`src/rtl/debug_pkg.sv`:
```
// rtl/debug_pkg.sv - shared opcodes and state encodings for the debug sequencer
package debug_pkg;

  typedef enum logic [1:0] {
    OP_RUN   = 2'd0,
    OP_HALT  = 2'd1,
    OP_STEP  = 2'd2,
    OP_CLEAR = 2'd3
  } cmd_op_e;

  typedef enum logic [2:0] {
    S_IDLE      = 3'd0,
    S_RUN_REQ   = 3'd1,
    S_RUNNING   = 3'd2,
    S_HALT_REQ  = 3'd3,
    S_STEP_HI   = 3'd4,
    S_STEP_GAP1 = 3'd5,
    S_STEP_GAP2 = 3'd6
  } state_e;

endpackage

```
`src/rtl/bp_compare.sv`:
```
// rtl/bp_compare.sv - enabled equality compare of program counter against breakpoint
module bp_compare #(
  parameter int PC_WIDTH = 16
) (
  input  logic                en,
  input  logic [PC_WIDTH-1:0] pc,
  input  logic [PC_WIDTH-1:0] addr,
  output logic                match
);

  assign match = en && (pc == addr);

endmodule

```
`src/rtl/debug_sequencer.sv`:
```
// rtl/debug_sequencer.sv - host command sequencer driving run/halt/step requests
module debug_sequencer
  import debug_pkg::*;
#(
  parameter int PC_WIDTH  = 16,
  parameter int CNT_WIDTH = 16
) (
  input  logic                 clk,
  input  logic                 reset,
  input  logic                 cmd_valid,
  output logic                 cmd_ready,
  input  logic [1:0]           cmd_op,
  input  logic [CNT_WIDTH-1:0] cmd_arg,
  input  logic [PC_WIDTH-1:0]  pc,
  input  logic                 bp_en,
  input  logic [PC_WIDTH-1:0]  bp_addr,
  output logic                 run,
  output logic                 halt,
  output logic                 step,
  output logic                 busy,
  output logic                 done,
  output logic                 bp_hit,
  output logic                 err,
  output logic [CNT_WIDTH-1:0] steps_left
);

  localparam logic [CNT_WIDTH-1:0] CNT_ONE = CNT_WIDTH'(1);

  state_e  state, state_nxt;
  cmd_op_e op;
  logic    accept, bp_match;
  logic    fin, set_bp, clr_bp, set_err, clr_status, load_steps;

  assign op        = cmd_op_e'(cmd_op);
  assign cmd_ready = (state == S_IDLE) || (state == S_RUNNING);
  assign accept    = cmd_valid && cmd_ready;
  assign busy      = (state != S_IDLE);

  bp_compare #(.PC_WIDTH(PC_WIDTH)) u_bp_compare (
    .en   (bp_en),
    .pc   (pc),
    .addr (bp_addr),
    .match(bp_match)
  );

  always_comb begin
    state_nxt  = state;
    fin        = 1'b0;
    set_bp     = 1'b0;
    clr_bp     = 1'b0;
    set_err    = 1'b0;
    clr_status = 1'b0;
    load_steps = 1'b0;
    case (state)
      S_IDLE: begin
        if (accept) begin
          case (op)
            OP_RUN: begin
              clr_bp    = 1'b1;
              state_nxt = S_RUN_REQ;
            end
            OP_HALT: fin = 1'b1;
            OP_STEP: begin
              clr_bp     = 1'b1;
              load_steps = 1'b1;
              if (cmd_arg != '0) state_nxt = S_STEP_HI;
              else               fin       = 1'b1;
            end
            OP_CLEAR: begin
              clr_status = 1'b1;
              fin        = 1'b1;
            end
          endcase
        end
      end
      S_RUN_REQ: state_nxt = S_RUNNING;
      S_RUNNING: begin
        // Anything other than HALT while running is dropped and flagged.
        if (accept && op != OP_HALT) set_err = 1'b1;
        if (bp_match) begin
          set_bp    = 1'b1;
          fin       = 1'b1;
          state_nxt = S_HALT_REQ;
        end else if (accept && op == OP_HALT) begin
          fin       = 1'b1;
          state_nxt = S_HALT_REQ;
        end
      end
      S_HALT_REQ:  state_nxt = S_IDLE;
      S_STEP_HI:   state_nxt = S_STEP_GAP1;
      S_STEP_GAP1: state_nxt = S_STEP_GAP2;
      S_STEP_GAP2: begin
        if (steps_left == '0 || bp_match) begin
          fin       = 1'b1;
          set_bp    = bp_match;
          state_nxt = S_IDLE;
        end else begin
          state_nxt = S_STEP_HI;
        end
      end
      default: state_nxt = S_IDLE;
    endcase
  end

  always_ff @(posedge clk or posedge reset) begin
    if (reset) begin
      state      <= S_IDLE;
      run        <= 1'b0;
      halt       <= 1'b0;
      step       <= 1'b0;
      done       <= 1'b0;
      bp_hit     <= 1'b0;
      err        <= 1'b0;
      steps_left <= '0;
    end else begin
      state <= state_nxt;
      // Pulses are flopped from the next state so they align with the state they name.
      run   <= (state_nxt == S_RUN_REQ);
      halt  <= (state_nxt == S_HALT_REQ);
      step  <= (state_nxt == S_STEP_HI);
      done  <= fin;
      if (clr_status) begin
        bp_hit <= 1'b0;
        err    <= 1'b0;
      end else begin
        if (clr_bp)      bp_hit <= 1'b0;
        else if (set_bp) bp_hit <= 1'b1;
        if (set_err)     err    <= 1'b1;
      end
      if (load_steps)
        steps_left <= cmd_arg;
      else if (state == S_STEP_HI && steps_left != '0)
        steps_left <= steps_left - CNT_ONE;
    end
  end

endmodule

```
`config.mk`:
```
export PLATFORM = sky130hd
export DESIGN_NAME = debug_sequencer
export DESIGN_NICKNAME = d
export VERILOG_FILES = /design/src/rtl/debug_pkg.sv /design/src/rtl/bp_compare.sv /design/src/rtl/debug_sequencer.sv
export SDC_FILE = /design/constraint.sdc
export NUM_CORES = 1
export LEC_CHECK = 0
export BUFFER_PORTS_ARGS = -buffer_cell sky130_fd_sc_hd__buf_4
export CAP_MARGIN = 20
export CORE_ASPECT_RATIO = 0.8
export CORE_UTILIZATION = 40
export CTS_CLUSTER_SIZE = 30
export DETAILED_ROUTE_END_ITERATION = 7
export PLACE_DENSITY = 0.76
export RECOVER_POWER = 100
export SLEW_MARGIN = 5
export SYNTH_ARGS = -nofsm -noshare
export SYNTH_HDL_FRONTEND = slang
export SYNTH_SLANG_ARGS = --single-unit
```
`constraint.sdc`:
```
create_clock -name clk -period 2.9 [get_ports clk]
set_input_delay 0.29 -clock clk [delete_from_list [all_inputs] [get_ports clk]]
set_output_delay 0.29 -clock clk [all_outputs]
set_load 0.005 [all_outputs]
```
==> flow_metrics.py <==
metrics = {
    "run_status": {
        "status": "finished clean",
    },
    "layout": {
        "n_fill_cell": 366,
        "stdcell_count": 323,
        "final_common_cell": "buf_4",
        "nets": 325,
        "final_cell_mix": "buf_4 (56), dfrtp_1 (25), clkbuf_4 (23), nand2_1 (18), xor2_1 (15)",
        "syn_to_final_growth_pct": 40.3,
        "antenna_cells": 0,
        "drive_gt1_share_pct": 33.2,
    },
    "yosys": {
        "yosysWarnings": 0,
        "syn-num-nets": 245,
        "syn-mean-instance-area_sq_um": 8.86,
        "synth-seq-cells": 25,
        "synth-edff-count": 0,
        "netlist.area_leader.share_pct": 37.3,
        "async_flop_share_pct": 100,
        "syn_inst": 189,
        "synthFlopType": "dfrtp_1",
        "synth_cell_type_count": 47,
        "yosys.area.top_type": "dfrtp_1",
        "yosysSeqAreaShare_pct": 37.3,
        "syn_area_sq_um": 1680,
        "synthTopCellsByArea": "dfrtp_1 (37%), xor2_1 (7.8%), nor4_1 (4.9%), nand2_1 (4.0%), o21ai_0 (3.3%)",
    },
    "power": {
        "vdd_ir_drop_max_mv": 0.434,
        "power_density_nw_per_um2": 776,
        "total_power_uw": 1820,
        "p_leak_uw": 0.00106,
    },
    "grt": {
        "antenna_found_initial": 0,
        "grt_max_degree": 26,
        "gr-total-overflow": 0,
        "grt_pass1_wl_um": 7450,
        "grt_usage_pct": 22.1,
        "grt_pass1_vias": 1547,
    },
    "clock_network": {
        "cts_buffers": 3,
        "postCtsHoldBufs": 0,
        "clock_latency_ps": 270,
        "clkSinkCount": 25,
        "ctsResizeCount": 0,
        "clkTransAtPathRegs_ps": 90,
        "cts_root_buf": "clkbuf_8",
        "postCtsSetupRepairBufs": 0,
        "cts_buffer_depth": 2,
        "cts_tree": "built",
        "htree_levels": 1,
    },
    "routing": {
        "dr_wl_met2_um": 2030,
        "wl_um": 4680,
        "routedLengthMet1_um": 2320,
        "dr.max_layer_used": "met4",
        "first_pass_iters": 4,
        "wl_met3_um": 285,
        "via_per_inst": 5.55,
        "ant_nets": 0,
        "drtIter0Drc": 152,
        "wire_per_inst_um": 14.5,
        "drcViolationCount": 0,
        "vias": 1793,
    },
    "placed_design": {
        "port_buffers": 77,
        "place.gp.congestion": 0.878,
        "hpwlAfterDp_um": 3680,
        "dp.cells": 319,
    },
    "worst_setup_path": {
        "startpoint_type": "register",
        "cp.arrival_ps": 2670,
        "criticalPathCategory": "reg -> reg",
        "crit_required_ps": 3060,
        "cp-end-kind": "register",
        "cp_num_buf_inv": 2,
        "path_delay_family": "compound AO/OA/AOI/OAI gates",
        "critPathSlowestCell": "or4b_1",
        "max_stage_delay_ps": 540,
        "crit_path_cell_trace": "inv_1 -> ha_1 -> or4b_1 -> o41ai_4 -> buf_4 -> o31ai_1 -> a221o_1",
        "cp_max_fo": 9,
    },
    "timing": {
        "setup_viol_count_final": 0,
        "tightest_slew_ps": 945,
        "fin_hold_ws_ps": 223,
        "tns_ps": 0,
        "hold_viol_final": 0,
        "grt_setup_unrepaired": "false",
        "period_share_pct": 86.5,
        "period_minus_slack_ps": 2510,
        "skew_ps": 5.97,
        "slew_headroom_pct": 36.9,
        "slew_viol_final": 0,
        "fmax_ghz": 0.399,
    },
    "floorplanning": {
        "io_pins": 78,
        "chipWidth_um": 74.4,
        "rows": 20,
        "die_area_sq_um": 4450,
        "start_util_pct": 42.9,
        "core_sq_um": 3900,
        "die_h_um": 59.9,
    },
    "hold_path": {
        "min_path_type": "in -> reg",
    },
    "run": {
        "cap_violations": 0,
    },
}
[sequential cells by signal, indices dropped and copies added (netlist names)]
register    count
state           3
bp_hit          1
done            1
steps_left     16
step            1
err             1
halt            1
run             1
[kinds of logic (layout without fill, tap and decap cells)]
family / count (synthesis) / count (layout) / share of synthesized area, %
compound gates: 44 / 44 / 19.2
flops: 25 / 25 / 37.3
xor+xnor: 18 / 18 / 9.41
simple gates: 87 / 87 / 28.7
fa+ha+maj: 2 / 2 / 1.49
buf+inv: 13 / 92 / 3.88
[per-layer routing]
layer / track usage [%] / vias up
met5: 0 / -
met4: 4.04 / 0
met3: 3.71 / 4
met2: 31.9 / 74
met1: 34.5 / 840
li1: - / 875
[Yosys cell counts, types with 2 or more instances]
cell	number
nand4b_1	2
clkbuf_1	4
nor4_1	13
or4_1	2
o311ai_0	3
nor3b_1	3
nor2_1	13
o211ai_1	2
a21oi_1	10
nand2_1	18
ha_1	2
xor2_1	15
xnor2_1	3
nor3_1	9
inv_1	6
dfrtp_1	25
nand3_1	6
nand4_1	5
a221o_1	4
or3_1	4
a21o_1	2
o21ai_0	11
or4b_1	2
buf_6	2
[stage by stage]
stage	util [%]	instance area (sq um)	worst slack, ps
floorplan	-	1680	661
global placement	59.4	2320	524
detailed placement	59.4	2320	445
CTS	60.6	2370	438
global route	60.2	2350	294
finish	60.2	2350	391
[final timing paths]
path | from | to | slack, ps | cells after the start
hold reg to reg | bp_hit$_DFFE_PP0P_ | bp_hit$_DFFE_PP0P_ | 490 | 1
setup reg to reg | steps_left[0]$_DFFE_PP0P_ | steps_left[12]$_DFFE_PP0P_ | 390 | 7
min in group asynchronous | reset | err$_DFFE_PP0P_ | 230 | 2
max in group asynchronous | reset | steps_left[2]$_DFFE_PP0P_ | 2090 | 2
setup / recovery | steps_left[0]$_DFFE_PP0P_ | steps_left[12]$_DFFE_PP0P_ | 390 | 7
hold / removal | cmd_op[1] | run$_DFF_PP0_ | 220 | 2
[power breakdown]
group / switching, uW / internal [uW] / leakage [uW]
Clock: 114 / 97.3 / 0.0000217
Sequential: 183 / 480 / 0.000322
Combinational: 488 / 462 / 0.000719
[worst register-to-register path: stages (launching register included)]
cell and delay [ps]:
dfrtp_1 420, inv_1 130, ha_1 150, or4b_1 540, o41ai_4 540, buf_4 260
o31ai_1 90, a221o_1 270
[final cells by class]
type,count,area (sq um),area share [%]
multi-input combinational,151,980,41.7
timing repair buffer,82,604,25.7
clock buffer,3,41.3,1.76
clock inverter,1,7.51,0.319
sequential,25,626,26.6
tap,55,68.8,2.93
inverter,6,22.5,0.958
Note: power is estimated with default switching activity, not from simulation.
